[src/rtl/dual_issue_hazard_ctl.sv]
// Issue/hazard controller for the dual-issue MIPS pipeline: scoreboard, stall/kill, split issue, branch flush.
// Optional performance counters are enabled with `define DI_HAZARD_PERF_EN.
module dual_issue_hazard_ctl #(
  parameter int WB_BYPASS = 1,
  parameter int REG_BITS  = 5
) (
  input  logic                clk,
  input  logic                reset,
  input  logic                id_valid,
  input  logic [REG_BITS-1:0] s0_rs,
  input  logic [REG_BITS-1:0] s0_rt,
  input  logic                s0_use_rs,
  input  logic                s0_use_rt,
  input  logic [REG_BITS-1:0] s0_dst,
  input  logic                s0_regwrite,
  input  logic [REG_BITS-1:0] s1_rs,
  input  logic [REG_BITS-1:0] s1_rt,
  input  logic                s1_use_rt,
  input  logic                s1_regwrite,
  input  logic                pcsrc,
`ifdef DI_HAZARD_PERF_EN
  output logic [15:0]         stall_cnt,
  output logic [15:0]         split_cnt,
  output logic [15:0]         flush_cnt,
`endif
  output logic                stall_s1_s2,
  output logic                kill0_s2,
  output logic                kill1_s2,
  output logic                flush_s1,
  output logic                split_active
);

  typedef enum logic {ST_RUN, ST_SPLIT} state_t;

  // Entry index = 2*row + slot, rows ordered SB3, SB4, SB5.
  localparam int NCHK = (WB_BYPASS != 0) ? 4 : 6;

  state_t              state_q, state_d;
  logic [5:0]          ent_v_q;
  logic [REG_BITS-1:0] ent_r_q [6];
  logic                raw0, raw1, intra;

  always_comb begin
    raw0 = 1'b0;
    raw1 = 1'b0;
    for (int i = 0; i < NCHK; i++) begin
      if (ent_v_q[i]) begin
        if (s0_use_rs && (s0_rs != '0) && (s0_rs == ent_r_q[i])) raw0 = 1'b1;
        if (s0_use_rt && (s0_rt != '0) && (s0_rt == ent_r_q[i])) raw0 = 1'b1;
        if ((s1_rs != '0) && (s1_rs == ent_r_q[i]))              raw1 = 1'b1;
        if (s1_use_rt && (s1_rt != '0) && (s1_rt == ent_r_q[i])) raw1 = 1'b1;
      end
    end
  end

  // Same destination in both slots is a dual write conflict and is split as well.
  assign intra = s0_regwrite && (s0_dst != '0) &&
                 ((s0_dst == s1_rs) || ((s1_use_rt || s1_regwrite) && (s0_dst == s1_rt)));

  always_comb begin
    state_d      = state_q;
    stall_s1_s2  = 1'b0;
    kill0_s2     = 1'b1;
    kill1_s2     = 1'b1;
    flush_s1     = 1'b0;
    split_active = 1'b0;
    if (!reset) begin
      case (state_q)
        ST_RUN: begin
          if (id_valid) begin
            if (raw0 || raw1) begin
              stall_s1_s2 = 1'b1;
            end else if (intra) begin
              stall_s1_s2 = 1'b1;
              kill0_s2    = 1'b0;
              state_d     = ST_SPLIT;
            end else begin
              kill0_s2 = 1'b0;
              kill1_s2 = 1'b0;
            end
          end
          flush_s1 = pcsrc && !kill0_s2;
        end
        ST_SPLIT: begin
          split_active = 1'b1;
          if (raw1) begin
            stall_s1_s2 = 1'b1;
          end else begin
            kill1_s2 = 1'b0;
            state_d  = ST_RUN;
          end
        end
        default: state_d = ST_RUN;
      endcase
    end
  end

  always_ff @(posedge clk) begin
    if (reset) begin
      state_q <= ST_RUN;
      ent_v_q <= '0;
      for (int i = 0; i < 6; i++) ent_r_q[i] <= '0;
    end else begin
      state_q      <= state_d;
      ent_v_q[5:2] <= ent_v_q[3:0];
      for (int i = 2; i < 6; i++) ent_r_q[i] <= ent_r_q[i-2];
      ent_v_q[0]   <= s0_regwrite && !kill0_s2 && (s0_dst != '0);
      ent_r_q[0]   <= s0_dst;
      ent_v_q[1]   <= s1_regwrite && !kill1_s2 && (s1_rt != '0);
      ent_r_q[1]   <= s1_rt;
    end
  end

`ifdef DI_HAZARD_PERF_EN
  logic [15:0] stall_cnt_q, split_cnt_q, flush_cnt_q;

  always_ff @(posedge clk) begin
    if (reset) begin
      stall_cnt_q <= '0;
      split_cnt_q <= '0;
      flush_cnt_q <= '0;
    end else begin
      if (stall_s1_s2 && (stall_cnt_q != 16'hFFFF)) stall_cnt_q <= stall_cnt_q + 16'd1;
      if ((state_q == ST_RUN) && (state_d == ST_SPLIT) && (split_cnt_q != 16'hFFFF))
        split_cnt_q <= split_cnt_q + 16'd1;
      if (flush_s1 && (flush_cnt_q != 16'hFFFF)) flush_cnt_q <= flush_cnt_q + 16'd1;
    end
  end

  assign stall_cnt = stall_cnt_q;
  assign split_cnt = split_cnt_q;
  assign flush_cnt = flush_cnt_q;
`endif

endmodule

[config.mk]
export PLATFORM = sky130hd
export DESIGN_NAME = dual_issue_hazard_ctl
export DESIGN_NICKNAME = d
export VERILOG_FILES = /design/src/rtl/dual_issue_hazard_ctl.sv
export SDC_FILE = /design/constraint.sdc
export NUM_CORES = 1
export LEC_CHECK = 0
export ABC_AREA = 1
export CAP_MARGIN = 25
export CORE_MARGIN = 2
export CORE_UTILIZATION = 44
export DETAILED_ROUTE_END_ITERATION = 16
export PLACE_DENSITY = 0.68
export SYNTH_ARGS = -nofsm -noshare
export SYNTH_HDL_FRONTEND = slang
export SYNTH_SLANG_ARGS = --single-unit
[constraint.sdc]
create_clock -name clk -period 8.6 [get_ports clk]
set_clock_uncertainty 0.05 [all_clocks]
set_input_delay 2.58 -clock clk [delete_from_list [all_inputs] [get_ports clk]]
set_output_delay 2.58 -clock clk [all_outputs]
set_load 0.03 [all_outputs]
==> Word level (Yosys, flattened, before mapping) <==
Memories as Yosys holds them, arrays and structs flattened.
Cells that the tools add are included.
{ "totals": {"register_bits": 5, "mem_bits_rw": 30, "inputBits": 34, "output_inout_bits": 5, "elab_cells": 121, "mem_count": 1} }
{ "memory_table": {"columns": ["memory", "depth", "word_bits", "rd", "rd_clocked_by_memory_dff", "wr", "line_no", "text"], "rows": [
  ["ent_r_q", 6, 5, 4, 0, 6, "40", "logic [REG_BITS-1:0] ent_r_q [6];"]
]} }
{ "classes": {"eq_ne": 18, "n_mux": 55, "n_bitwise": 7, "n_reduce_logical": 38} }
{ "ops": {"columns": ["cell", "count"], "rows": [
  ["$eq A5 B5 Y1", 18],
  ["$mux W1", 46],
  ["$mux W5", 6],
  ["$logic_and A1 B1 Y1", 27],
  ["$reduce_bool A5 Y1", 5],
  ["$or A1 B1 Y1", 6],
  ["$pmux W1 S2", 3],
  ["$logic_not A1 Y1", 3],
  ["$logic_or A1 B1 Y1", 3],
  ["$not A1 Y1", 1]
]} }

==> Depth between registers and ports, before layout <==
{ "depth": {"word_depth": 25, "depth_mapped": 15, "ltp_nobuf": 14} }

==> Worst setup path before layout <==
No wires, ideal clock.
{ "synth_timing": {"path_type": "in2out", "start": "input s0_rs[2]", "end": "output flush_s1", "t_arrival_ns": 3.941, "t_required_ns": 5.970, "setup_slack_ns": 2.029, "path_stages": 13, "path_buffers": 1, "cell_sequence": "buf_6 > or2_0 > o21ai_1 > inv_1 > nand3_1 > nand2_1 > nand2_1 > nand2_1 > nor2_2 > nand2_2 > inv_2 > nand2_4 > nor2_2"} }
{ "synth_between": {"elab_chain_cells": 24, "elab_cells_between_ends": 31, "cone_classes": "eq/ne (4); mux (18); reduce/logical (9)"} }
{ "synth_lines": {"columns": ["item", "line_no", "text"], "rows": [
  ["start: declaration", "10", "input logic [REG_BITS-1:0] s0_rs,"],
  ["$reduce_bool A5 Y1", "48", "if (s0_use_rs && (s0_rs != '0) && (s0_rs == ent_r_q[i])) raw0 = 1'b1;"],
  ["$logic_and A1 B1 Y1 (2 in a row)", "48", null],
  ["$mux W1", "48", null],
  ["$mux W1", "49", "if (s0_use_rt && (s0_rt != '0) && (s0_rt == ent_r_q[i])) raw0 = 1'b1;"],
  ["$mux W1", "47", "if (ent_v_q[i]) begin"],
  ["$mux W1", "48", null],
  ["$mux W1", "49", null],
  ["$mux W1", "47", null],
  ["(+7 left out)", null, null],
  ["$mux W1 (*)", "71", "if (raw0 || raw1) begin"],
  ["$mux W1 (*)", "70", "if (id_valid) begin"],
  ["$mux W1 (*)", "68", "case (state_q)"],
  ["$mux W1 (*)", "67", "if (!reset) begin"],
  ["$logic_not A1 Y1 (*)", "82", "flush_s1 = pcsrc && !kill0_s2;"],
  ["$logic_and A1 B1 Y1 (*)", "82", null],
  ["$mux W1 (*)", "68", null],
  ["$mux W1 (*)", "67", null],
  ["end: declaration", "29", "output logic flush_s1,"]
]} }
Mark *: on every way between the ends. The rest lies on a longest branch, timed or not. The select of a mux whose other input is x is not followed.

==> Worst setup path in the final report <==
{ "layout_timing": {"start": "input s1_rt[3]", "end": "output flush_s1"} }
{ "layout_between": {"elab_chain_cells": 23, "elab_cells_between_ends": 30, "cone_classes": "eq/ne (4); mux (17); reduce/logical (9)"} }
{ "layout_lines": {"columns": ["item", "line_no", "text"], "rows": [
  ["start: declaration", "17", "input logic [REG_BITS-1:0] s1_rt,"],
  ["$reduce_bool A5 Y1", "51", "if (s1_use_rt && (s1_rt != '0) && (s1_rt == ent_r_q[i])) raw1 = 1'b1;"],
  ["$logic_and A1 B1 Y1 (2 in a row)", "51", null],
  ["$mux W1", "51", null],
  ["$mux W1", "47", null],
  ["$mux W1", "50", "if ((s1_rs != '0) && (s1_rs == ent_r_q[i])) raw1 = 1'b1;"],
  ["$mux W1", "51", null],
  ["$mux W1", "47", null],
  ["$mux W1", "50", null],
  ["(+6 left out)", null, null],
  ["$mux W1 (*)", "71", null],
  ["$mux W1 (*)", "70", null],
  ["$mux W1 (*)", "68", null],
  ["$mux W1 (*)", "67", null],
  ["$logic_not A1 Y1 (*)", "82", null],
  ["$logic_and A1 B1 Y1 (*)", "82", null],
  ["$mux W1 (*)", "68", null],
  ["$mux W1 (*)", "67", null]
]} }
Marks and branches as above.

==> impl_metrics.csv <==
group,metric,value,unit
clock_tree,clock-sinks,25,
setup_path,r2r_end,"state_q",
finish,finish.net_count,429,
synthesis,syn_area,2231,µm²
run_status,status,"finished, final reports clean",
synthesis,synth_area_leader_cell,"dfxtp_1",
global_route,grt_pass1_vias,2270,
setup_path,r2r_slack,6.97,ns
finish,syn_to_final_growth,18.12,%
synthesis,ys_seq_elements,25,
setup_path,crit_chain,"clkdlybuf4s50_1 -> nor2_1 -> nand3_1 -> nand2_1 -> inv_1 -> nand3_1 -> nand2_1 -> nand2_1 -> nand2_1 -> nor2_2 -> nand2_2 -> inv_2 -> nand2_4 -> nor2_2 -> clkdlybuf4s50_1",
synthesis,synth_fp_nets,407,
setup_path,cpMaxStageDelayCell,"clkdlybuf4s50_1",
timing,drv_slew,0,
die,dieArea,5656,µm²
clock_tree,clock_latency,0.28,ns
finish,drive_gt1_share,3.553,%
setup_path,worst_setup_path_start_kind,"primary input",
route,drt-vias-per-instance,4.922,
setup_path,critPathArrivalTime,4.97,ns
route,post_drt_wl_per_cell,13.03,µm
timing,rsz0062_at_grt,"false",
synthesis,syn_avg_cell_area,5.981,µm²
timing,tightest_slew,0.5399,ns
timing,fin_tns_setup,0,ns
die,coreArea,4817,µm²
timing,hold_violations,0,
worst_hold_path,hold_end,"ent_v_q[3]",
placement,postPlaceCellArea,2589,µm²
finish,multi_input_area,1429,µm²
setup_path,crit_required,5.97,ns
worst_hold_path,worstHoldPathType,"reg -> reg",
route,dr.pass1.iters,4,
clock_tree,cts_tree,"built",
finish,design_area,2635,µm²
global_route,antenna_found_initial,0,
global_route,grt.total_usage,23.50,%
power_and_ir_drop,power,292.3,µW
clock_tree,h-tree-depth,1,
power_and_ir_drop,power_density,110.9,nW/µm²
setup_path,path_common_cell,"nand2_1",
timing,max_freq,0.1316,GHz
placement,place_congestion,0.9151,
die,die_x,75.21,µm
synthesis,yosys_warnings,0,
route,drt_iter0_markers,169,
finish,ff_latch_area,500.5,µm²
finish,post-route-util,54.70,%
finish,n_antenna_cell,0,
setup_path,crit_path_end_kind,"output port",
clock_tree,cts-root-buf,"clkbuf_8",
global_route,grt_pass1_wl,10020,µm
route,via_count,2269,
global_route,globalRouteOverflowTotal,0,
setup_path,slowest_delay,0.67,ns
timing,slew_headroom,63.89,%
route,final_antenna_net_count,0,
synthesis,synth_cell_types,24,
power_and_ir_drop,p_leak,1.300,nW
placement,dp_hpwl,4751,µm
setup_path,r2r_start,"ent_r_q[0][5]",
die,pin_count,39,
route,wirelength,6005,µm
timing,finalSetupViolations,0,
worst_hold_path,min_from,"ent_v_q[1]",
placement,dp_cells,457,
setup_path,path_max_fanout,7,
synthesis,yosysSeqAreaShare,22.43,%
clock_tree,postCtsResizedCells,0,
power_and_ir_drop,peakVddDrop,0.06186,mV
clock_tree,ctsHoldBuffers,0,
finish,nFillCells,547,
synthesis,synthCells,373,
worst_hold_path,whs_path_depth,2,
placement,port_buffers,38,
timing,period_minus_slack,7.598,ns
setup_path,crit_type,"in -> out",
die,fp.dieH,75.21,µm
die,initial_core_util,46.31,%
clock_tree,post_cts_buffers,0,
job,maxCapViolCount,0,
timing,fin_crit_sh,88.35,%
synthesis,synth_top_area_share,22.43,%
finish,fin_cells,461,
clock_tree,clk_pin_slew,0.10,ns
die,rows,25,
route,drc,0,
global_route,grt_max_degree,15,
setup_path,rr_worst_depth,13,
synthesis,yosys-top-cells-area,"dfxtp_1 (22%), nand2_1 (18%), xor2_1 (14%)",
clock_tree,cts_buffer_depth,2,
clock_tree,cts_made_buffers,3,
## cell usage in the layout (no fill, tap or decap), types with 2 or more instances in the layout
master	instances
nand4_1	15
inv_2	3
nor2_2	4
xnor2_1	21
nor2_1	59
nor3_1	2
xor2_1	35
nand2_1	105
o21ai_1	2
a21oi_1	7
clkbuf_8	3
nand3b_1	2
nand3_1	16
dfxtp_1	25
inv_1	47
clkdlybuf4s50_1	38
o22ai_1	3
## layout make-up
cell class / instances / area share [%]
flip-flops and latches: 25 / 18.99
well taps: 67 / 3.181
repair buffers: 39 / 14.72
clock buffers: 3 / 1.567
multi-input cells: 276 / 54.23
clock inverters: 1 / 0.1899
inverters: 50 / 7.122
## per-stage QoR
step	setup WS [ns]	hold WS, ns
after global placement	1.006	0.4071
final	1.002	0.4250
after CTS	0.9923	0.4251
after detailed placement	1.005	0.4105
after global routing	0.7384	0.4620
after floorplan	2.029	0.3663
## registers in the layout (all words and copies together) (netlist names)
register and count:
state_q 1, ent_r_q 20, ent_v_q 4
## kinds of logic after synthesis
| family | count (synthesis) | share of synthesized area, % |
|---|---|---|
| and+or+nand+nor | 207 | 38.98 |
| DFF | 25 | 22.43 |
| buffers and inverters | 72 | 13.52 |
| xor gates and xnor gates | 56 | 21.99 |
| AOI/OAI and AO/OA | 13 | 3.084 |
## metal layers
layer  vias up  share of wire [%]  global-route usage, %
met1      1008                 46                  30.44
met5         -                  0                      0
li1       1160                  -                      -
met3        17                5.7                  2.410
met2        84                 46                  40.55
met4         0                2.9                  8.382
## worst max path at each step
stage                     slack (ns)     start       end  depth (start not counted)
after floorplan                 2.03  s0_rs[2]  flush_s1                         13
after global placement          1.01  s1_rt[3]  flush_s1                         15
after CTS                       0.99  s0_rs[2]  flush_s1                         14
after global routing            0.74  s1_rt[3]  flush_s1                         15
after detailed placement        1.00  s1_rt[3]  flush_s1                         15
final                           1.00  s1_rt[3]  flush_s1                         15
## power by group
group	internal (mW)	switching [mW]
combinational	0.0410	0.0470
clock	0.0325	0.0411
sequential	0.121	0.00978
total	0.194	0.0978
## cell usage after synthesis (all sizes together)
library cell  count
nor3              2
nor2             63
nand4            15
xor2             35
inv              50
or2               1
buf              14
nand2           107
nand3b            2
and2              1
nand3            16
a21oi             7
o22ai             3
o21ai             3
xnor2            21
dfxtp            25
clkbuf            8
## worst max-delay path, delay by kind of cell
kind          cells  cell delay [ns]
buf+inv           4             1.42
simple gates     11             0.98
(Power assumes the default switching activity.)
